$ cat config.mk
export PLATFORM = sky130hd
export DESIGN_NAME = twiddle_sequencer
export DESIGN_NICKNAME = d
export VERILOG_FILES = /design/src/rtl/fft8_pkg.sv /design/src/rtl/twseq_fifo.sv /design/src/rtl/twiddle_sequencer.sv
export SDC_FILE = /design/constraint.sdc
export NUM_CORES = 1
export LEC_CHECK = 0
export BUFFER_PORTS_ARGS = -buffer_cell sky130_fd_sc_hd__buf_2
export CORE_MARGIN = 1
export CORE_UTILIZATION = 39
export CTS_BUF_LIST = sky130_fd_sc_hd__clkbuf_8
export DETAILED_ROUTE_END_ITERATION = 8
export REMOVE_ABC_BUFFERS = 1
export SYNTH_ARGS = -nofsm -noshare
export SYNTH_HDL_FRONTEND = slang
export SYNTH_HIERARCHICAL = 1
export SYNTH_SLANG_ARGS = --single-unit
$ cat constraint.sdc
create_clock -name clk -period 3.1 [get_ports clk]
set_input_delay 0.465 -clock clk [delete_from_list [all_inputs] [get_ports clk]]
set_output_delay 0.465 -clock clk [all_outputs]
set_load 0.005 [all_outputs]
$ cat src/rtl/fft8_pkg.sv
// fft8_pkg: shared constants, record types and butterfly schedule for the 8-point radix-2 DIT FFT
// Contents: FP16 width, point count, stage/butterfly counts, ROM latency, sequencer state type,
// bf_rec_t record handed to the butterfly datapath, and bf_sched() mapping a butterfly number
// (0..11, issue order) to {stage, addr_a, addr_b, twiddle exponent k}.
package fft8_pkg;

    localparam int FP16_W       = 16;
    localparam int N            = 8;
    localparam int LOG2N        = $clog2(N);
    localparam int NSTAGE       = 3;
    localparam int BF_PER_STAGE = 4;
    localparam int NBF          = NSTAGE * BF_PER_STAGE;
    localparam int ROM_LAT      = 2;
    localparam logic [FP16_W-1:0] FP16_SIGN = 16'h8000;

    typedef enum logic [1:0] {ST_IDLE, ST_ISSUE, ST_DRAIN} state_t;

    typedef struct packed {
        logic [1:0]        stage;
        logic [LOG2N-1:0]  addr_a;
        logic [LOG2N-1:0]  addr_b;
        logic [FP16_W-1:0] wreal;
        logic [FP16_W-1:0] wimag;
    } bf_rec_t;

    // Addressing metadata that rides alongside an outstanding ROM read.
    typedef struct packed {
        logic             v;
        logic [1:0]       stage;
        logic [LOG2N-1:0] addr_a;
        logic [LOG2N-1:0] addr_b;
    } meta_t;

    typedef struct packed {
        logic [1:0]       stage;
        logic [LOG2N-1:0] addr_a;
        logic [LOG2N-1:0] addr_b;
        logic [LOG2N-1:0] k;
    } sched_t;

    // n[3:2] is the stage, n[1:0] the butterfly j within it. The upper-leg address
    // inserts a zero bit at position s of j (group*2*span + j mod span), the lower
    // leg sets that bit, and k = (j mod span) << (2-s).
    function automatic sched_t bf_sched(input logic [3:0] n);
        sched_t r;
        r.stage  = n[3:2];
        r.addr_a = n[3] ? {1'b0, n[1:0]} : n[2] ? {n[1], 1'b0, n[0]} : {n[1:0], 1'b0};
        r.addr_b = r.addr_a | (3'd1 << n[3:2]);
        r.k      = n[3] ? {1'b0, n[1:0]} : n[2] ? {1'b0, n[0], 1'b0} : 3'd0;
        return r;
    endfunction

endpackage

$ cat src/rtl/twseq_fifo.sv
// twseq_fifo: synchronous FIFO of bf_rec_t records with occupancy count
// Ports:
//   clk      in   clock, rising edge
//   rst      in   synchronous active-high reset, empties the FIFO
//   push_i   in   write data_i this cycle
//   data_i   in   record to write
//   pop_i    in   remove head this cycle (caller only pops when valid_o)
//   data_o   out  head record, read straight from the storage registers
//   valid_o  out  FIFO non-empty
//   count_o  out  number of stored records
// Push and pop may coincide at any occupancy; the caller guarantees no push when full.
module twseq_fifo
    import fft8_pkg::*;
#(
    parameter  int DEPTH = 4,
    localparam int AW    = DEPTH > 1 ? $clog2(DEPTH) : 1,
    localparam int CW    = $clog2(DEPTH + 1)
) (
    input  logic          clk,
    input  logic          rst,
    input  logic          push_i,
    input  bf_rec_t       data_i,
    input  logic          pop_i,
    output bf_rec_t       data_o,
    output logic          valid_o,
    output logic [CW-1:0] count_o
);

    bf_rec_t       mem_q [DEPTH];
    logic [AW-1:0] wr_q, rd_q;
    logic [CW-1:0] count_q;

    always_ff @(posedge clk) begin
        if (rst) begin
            wr_q    <= '0;
            rd_q    <= '0;
            count_q <= '0;
        end else begin
            if (push_i) begin
                mem_q[wr_q] <= data_i;
                wr_q        <= wr_q == AW'(DEPTH - 1) ? '0 : wr_q + 1'b1;
            end
            if (pop_i)
                rd_q <= rd_q == AW'(DEPTH - 1) ? '0 : rd_q + 1'b1;
            count_q <= count_q + CW'(push_i) - CW'(pop_i);
        end
    end

    assign data_o  = mem_q[rd_q];
    assign valid_o = count_q != '0;
    assign count_o = count_q;

endmodule

$ cat src/rtl/twiddle_sequencer.sv
// twiddle_sequencer: 8-point FFT butterfly scheduler and twiddle ROM fetch initiator
// Ports:
//   clk, rst             clock (rising edge) and synchronous active-high reset
//   inverse              (only with TWSEQ_INVERSE_EN) conjugate twiddles for this run, sampled with start
//   start                begin a 12-butterfly schedule; ignored while busy or in the done cycle
//   busy, done           run in progress / one-cycle pulse after the last handshake
//   rom_index, rom_en    twiddle exponent and read enable to the 2-cycle-latency ROM
//   rom_wreal, rom_wimag FP16 twiddle returned by the ROM
//   bf_valid, bf_ready   record handshake to the butterfly datapath
//   bf_stage, bf_addr_a, bf_addr_b, bf_wreal, bf_wimag  record fields
// Macro TWSEQ_INVERSE_EN adds the inverse port and conjugates bf_wimag when it is set.
module twiddle_sequencer
    import fft8_pkg::*;
#(
    parameter int DEPTH = 4
) (
    input  logic              clk,
    input  logic              rst,
`ifdef TWSEQ_INVERSE_EN
    input  logic              inverse,
`endif
    input  logic              start,
    output logic              busy,
    output logic              done,
    output logic [LOG2N-1:0]  rom_index,
    output logic              rom_en,
    input  logic [FP16_W-1:0] rom_wreal,
    input  logic [FP16_W-1:0] rom_wimag,
    output logic              bf_valid,
    input  logic              bf_ready,
    output logic [1:0]        bf_stage,
    output logic [LOG2N-1:0]  bf_addr_a,
    output logic [LOG2N-1:0]  bf_addr_b,
    output logic [FP16_W-1:0] bf_wreal,
    output logic [FP16_W-1:0] bf_wimag
);

    localparam int CW = $clog2(DEPTH + 1);
    // One stage for the issue register plus one per ROM latency cycle.
    localparam int SR = ROM_LAT + 1;

    state_t           state_q;
    logic [3:0]       iss_q, hs_q;
    logic [LOG2N-1:0] idx_q;
    logic             done_q;
    meta_t            sr_q [SR];
`ifdef TWSEQ_INVERSE_EN
    logic             inv_q;
`endif

    logic              accept, issue, push, pop, head_v;
    logic [1:0]        inflight;
    logic [CW-1:0]     fifo_cnt;
    logic [FP16_W-1:0] wimag_d;
    sched_t            sched_d;
    bf_rec_t           push_rec, head, out;

    // Credits cover every record already in flight or stored; a pop this cycle
    // frees its slot immediately so a full pipeline sustains one issue per cycle.
    always_comb begin
        inflight = 2'(sr_q[0].v) + 2'(sr_q[1].v) + 2'(sr_q[2].v);
        pop      = head_v & bf_ready;
        push     = sr_q[SR-1].v;
        accept   = state_q == ST_IDLE && start && !done_q;
        issue    = accept || (state_q == ST_ISSUE &&
                   int'(inflight) + int'(fifo_cnt) - int'(pop) < DEPTH);
        sched_d  = bf_sched(accept ? 4'd0 : iss_q);
    end

`ifdef TWSEQ_INVERSE_EN
    // Conjugate by flipping the sign; a zero imaginary part stays +0.
    assign wimag_d = !inv_q ? rom_wimag : rom_wimag[FP16_W-2:0] == '0 ? '0 : rom_wimag ^ FP16_SIGN;
`else
    assign wimag_d = rom_wimag;
`endif

    assign push_rec = '{stage: sr_q[SR-1].stage, addr_a: sr_q[SR-1].addr_a,
                        addr_b: sr_q[SR-1].addr_b, wreal: rom_wreal, wimag: wimag_d};

    always_ff @(posedge clk) begin
        if (rst) begin
            state_q <= ST_IDLE;
            iss_q   <= '0;
            hs_q    <= '0;
            idx_q   <= '0;
            done_q  <= 1'b0;
            for (int i = 0; i < SR; i++)
                sr_q[i] <= '0;
`ifdef TWSEQ_INVERSE_EN
            inv_q   <= 1'b0;
`endif
        end else begin
            done_q  <= 1'b0;
            sr_q[0] <= '{v: issue, stage: sched_d.stage, addr_a: sched_d.addr_a, addr_b: sched_d.addr_b};
            for (int i = 1; i < SR; i++)
                sr_q[i] <= sr_q[i-1];
            if (issue) begin
                idx_q <= sched_d.k;
                iss_q <= iss_q + 4'd1;
            end
            if (pop)
                hs_q <= hs_q + 4'd1;
            if (accept) begin
                state_q <= ST_ISSUE;
                iss_q   <= 4'd1;
                hs_q    <= '0;
`ifdef TWSEQ_INVERSE_EN
                inv_q   <= inverse;
`endif
            end else if (state_q == ST_ISSUE && issue && iss_q == 4'(NBF - 1)) begin
                state_q <= ST_DRAIN;
            end else if (state_q == ST_DRAIN && pop && hs_q == 4'(NBF - 1)) begin
                state_q <= ST_IDLE;
                done_q  <= 1'b1;
            end
        end
    end

    twseq_fifo #(.DEPTH(DEPTH)) u_fifo (
        .clk     (clk),
        .rst     (rst),
        .push_i  (push),
        .data_i  (push_rec),
        .pop_i   (pop),
        .data_o  (head),
        .valid_o (head_v),
        .count_o (fifo_cnt)
    );

    // Idle FIFO storage is never reset, so the record bus is forced to zero when empty.
    assign out       = head_v ? head : '0;
    assign bf_valid  = head_v;
    assign bf_stage  = out.stage;
    assign bf_addr_a = out.addr_a;
    assign bf_addr_b = out.addr_b;
    assign bf_wreal  = out.wreal;
    assign bf_wimag  = out.wimag;
    assign busy      = state_q != ST_IDLE;
    assign done      = done_q;
    assign rom_index = idx_q;
    assign rom_en    = state_q == ST_ISSUE || (state_q == ST_DRAIN && inflight != 2'd0);

endmodule

==> run_results.csv <==
group,metric,value,unit
status,status,"finished, final reports clean",
route,drt-pass1-iter-count,4,
floorplanning,die_w,146.6,µm
worst_setup_path,critPathLaunchType,"flip-flop",
worst_setup_path,arrival,2.30,ns
floorplanning,rows,52,
route,ant_nets,0,
floorplanning,initial_core_util,40.06,%
global_routing,antenna_found_initial,0,
placed_design,dpl.cell_count,799,
worst_setup_path,rr_worst_depth,9,
timing,finalHoldViolCount,0,
logic_synthesis,synth_most_common_cell,"edfxtp_1",
cts,tritoncts,"yes",
floorplanning,core_area,20360,µm²
route,dr.first_iter.drc_count,215,
worst_setup_path,worstPathMaxFanout,22,
floorplanning,ios,83,
global_routing,grt_overflow,0,
worst_setup_path,critPathKind,"flip-flop to output pin",
timing,setup_viol,0,
worst_setup_path,r2r_end,"iss_q[3]$_SDFFE_PP0P_",
route,post_drt_wl_per_cell,16.77,µm
cts,cts_sinks,209,
timing,fmax,362.0,MHz
layout,final_cell_count_no_fill,865,
timing,final.setup_skew,0.01939,ns
timing,fin_crit_sh,89.10,%
power,power.density,741.3,nW/µm²
min_path,hp-start,"rom_wreal[0]",
layout,nets,620,
logic_synthesis,synth_warnings,6,
layout,diodes,0,
logic_synthesis,synth_area_leaders,"edfxtp_1, dfxtp_1, mux4_2, and2_1, ha_1",
timing,maxSlewHeadroom,60.93,%
layout,fin_area,9612,µm²
cts,cts_setup_buffers,0,
placed_design,port_buffers,81,
cts,ctsHtreeMaxLevel,2,
cts,insertion_delay,0.52,ns
logic_synthesis,synthDominantCellAreaShare,58.90,%
logic_synthesis,syn_inst,458,
layout,area_growth,17.82,%
route,drcViolationCount,0,
worst_setup_path,slowest_delay,0.67,ns
logic_synthesis,synth_flop_cell,"edfxtp_1",
route,vias,4189,
flow_run,maxCapViolCount,0,
logic_synthesis,netlist_area,8158,µm²
cts,ctsHoldBuffers,0,
global_routing,grt_pass1_vias,4547,
timing,drv_slew,0,
cts,cts-root-buf,"clkbuf_8",
worst_setup_path,worstReg2RegStart,"sr_q[0][26]$_SDFF_PP0_",
logic_synthesis,synthArstFlopShare,0,%
global_routing,grt_usage,14.24,%
cts,clk_pin_slew,0.06,ns
worst_setup_path,critPathBufInv,2,
placed_design,dp_hpwl,8693,µm
cts,cts_made_buffers,36,
power,ir_drop,0.0003721,V
worst_setup_path,crit_required,2.63,ns
min_path,holdPathStages,1,
timing,rsz0062_at_grt,"no",
logic_synthesis,yosysUniqueCellTypes,45,
route,vias_per_cell,4.843,
worst_setup_path,worstSetupEndpointType,"output pin",
logic_synthesis,synth_area_leader_cell,"edfxtp_1",
logic_synthesis,post_synth.cell_area_avg,17.81,µm²
worst_setup_path,reg2reg_slack,0.37,ns
floorplanning,dieArea,21500,µm²
global_routing,grt_start_max_net_pins,42,
cts,clockBufferDepth,3,
logic_synthesis,synth_commonest_cells,"edfxtp_1, dfxtp_1, and2_1",
placed_design,place_area,8904,µm²
worst_setup_path,crit_chain,"buf_12 > mux4_2 > and2_1 > buf_2",
layout,drive_gt1_share,33.95,%
floorplanning,die-height,146.6,µm
timing,worst_pin_slew,0.5861,ns
timing,finalWorstPathRequiredPeriod,2.762,ns
placed_design,gp_congestion,0.7748,
worst_setup_path,worst_path_max_delay_cell,"dfxtp_4",
min_path,whs_endpoint,"u_fifo/mem_q[1][16]$_DFFE_PP_",
cts,cts_resized,0,
logic_synthesis,ys_seq_area_share,70.92,%
logic_synthesis,synth_edf_count,160,
timing,totalNegativeSetupSlack,0,ns
logic_synthesis,synth-seq-cells,209,
min_path,hp-class,"primary input to flip-flop",
route,drt_wl_total,14510,µm
worst_setup_path,critical_path.top_delay_family,"flip-flops",
global_routing,grt_first_pass_wirelength,23560,µm
power,p_leak,3.472,nW
==> kinds of logic after synthesis <==
family | share of synthesized area [%]
adders and majority gates | 2.791
and+or+nand+nor | 9.126
buffers and inverters | 2.761
other | 0.04597
DFF | 70.92
AOI/OAI and AO/OA | 1.672
muxes | 11.98
xor gates and xnor gates | 0.7056
==> where the power goes <==
part | internal (mW) | switching (mW) | leakage, nW | total (mW)
clock | 1.32 | 1.04 | 0.413 | 2.37
sequential | 3.08 | 0.129 | 1.87 | 3.21
combinational | 0.810 | 0.743 | 1.19 | 1.55
==> state kept, by name, indices dropped and copies added (netlist names), named ones only <==
name / cells
done: 1
u_fifo/wr_q: 2
sr_q: 27
state_q: 2
iss_q: 4
u_fifo/count_o: 3
hs_q: 4
rom_index: 2
u_fifo/mem_q: 160
u_fifo/rd_q: 2
==> worst reg2reg max path: stages (launching register included) <==
cell and delay (ns):
dfxtp_1 0.43, inv_1 0.09, fa_1 0.45, ha_1 0.28, inv_1 0.04, ha_1 0.28, nor3b_2 0.19, a2111oi_4 0.46
nor3_2 0.11, mux2_4 0.30
==> stage by stage <==
step | setup WS [ns] | power [mW] | hold slack [ns] | util (%)
2_1_floorplan | 0.06053 | 4.203 | 0.4138 | -
5_1_grt | 0.1659 | 7.546 | 0.1320 | 47.20
3_5_place_dp | 0.3680 | 4.865 | 0.4231 | 43.72
4_1_cts | 0.2467 | 7.270 | 0.1332 | 47.20
6_report | 0.3378 | 7.126 | 0.1619 | 47.20
3_3_place_gp | 0.4260 | 4.834 | 0.4173 | 43.72
==> layer usage <==
metal / global-route usage (%) / wire length, µm / share of wire [%] / vias to the layer above
met5: 0 / 0 / 0 / -
met4: 5.104 / 267 / 1.8 / 0
met3: 4.313 / 881 / 6.1 / 26
met2: 24.00 / 7151 / 49 / 103
met1: 17.24 / 6205 / 43 / 2114
li1: - / - / - / 1946
==> placed cells by master, fill, tap and decap left out, types with 3 or more instances in the layout <==
cell type | Yosys | routed
edfxtp_1 | 160 | 160
buf_2 | 5 | 81
dfxtp_1 | 49 | 47
and2_1 | 48 | 44
clkbuf_8 | 0 | 42
mux4_2 | 40 | 40
inv_1 | 18 | 29
nor2b_1 | 20 | 20
nor2_1 | 18 | 18
ha_1 | 15 | 15
nand2_1 | 10 | 10
a21oi_1 | 7 | 7
clkinv_2 | 0 | 7
nand2b_1 | 6 | 6
buf_12 | 4 | 6
mux2i_1 | 5 | 5
nand4_1 | 4 | 4
clkinv_1 | 0 | 4
buf_4 | 1 | 4
and2_2 | 0 | 4
xor2_1 | 3 | 3
nand3_1 | 3 | 3
==> area by class of cell <==
class                      count  area [µm²]
tap                          270       337.8
sequential                   209        5791
clock inverter                24       130.1
timing repair buffer          91       555.5
fill                        1766       10750
inverter                      18       67.56
multi-input combinational    211        2152
clock buffer                  42       578.1
==> worst max-delay path by stage <==
stage	startpoint	endpoint	cells past startpoint
2_1_floorplan	flip-flop	bf_addr_a[0]	2
3_3_place_gp	sr_q[0][26]$_SDFF_PP0_	iss_q[3]$_SDFFE_PP0P_	9
3_5_place_dp	sr_q[0][26]$_SDFF_PP0_	iss_q[3]$_SDFFE_PP0P_	9
4_1_cts	flip-flop	bf_wimag[7]	4
5_1_grt	flip-flop	bf_wimag[7]	4
6_report	flip-flop	bf_wreal[6]	4
Note: power is estimated with default switching activity, not from simulation.
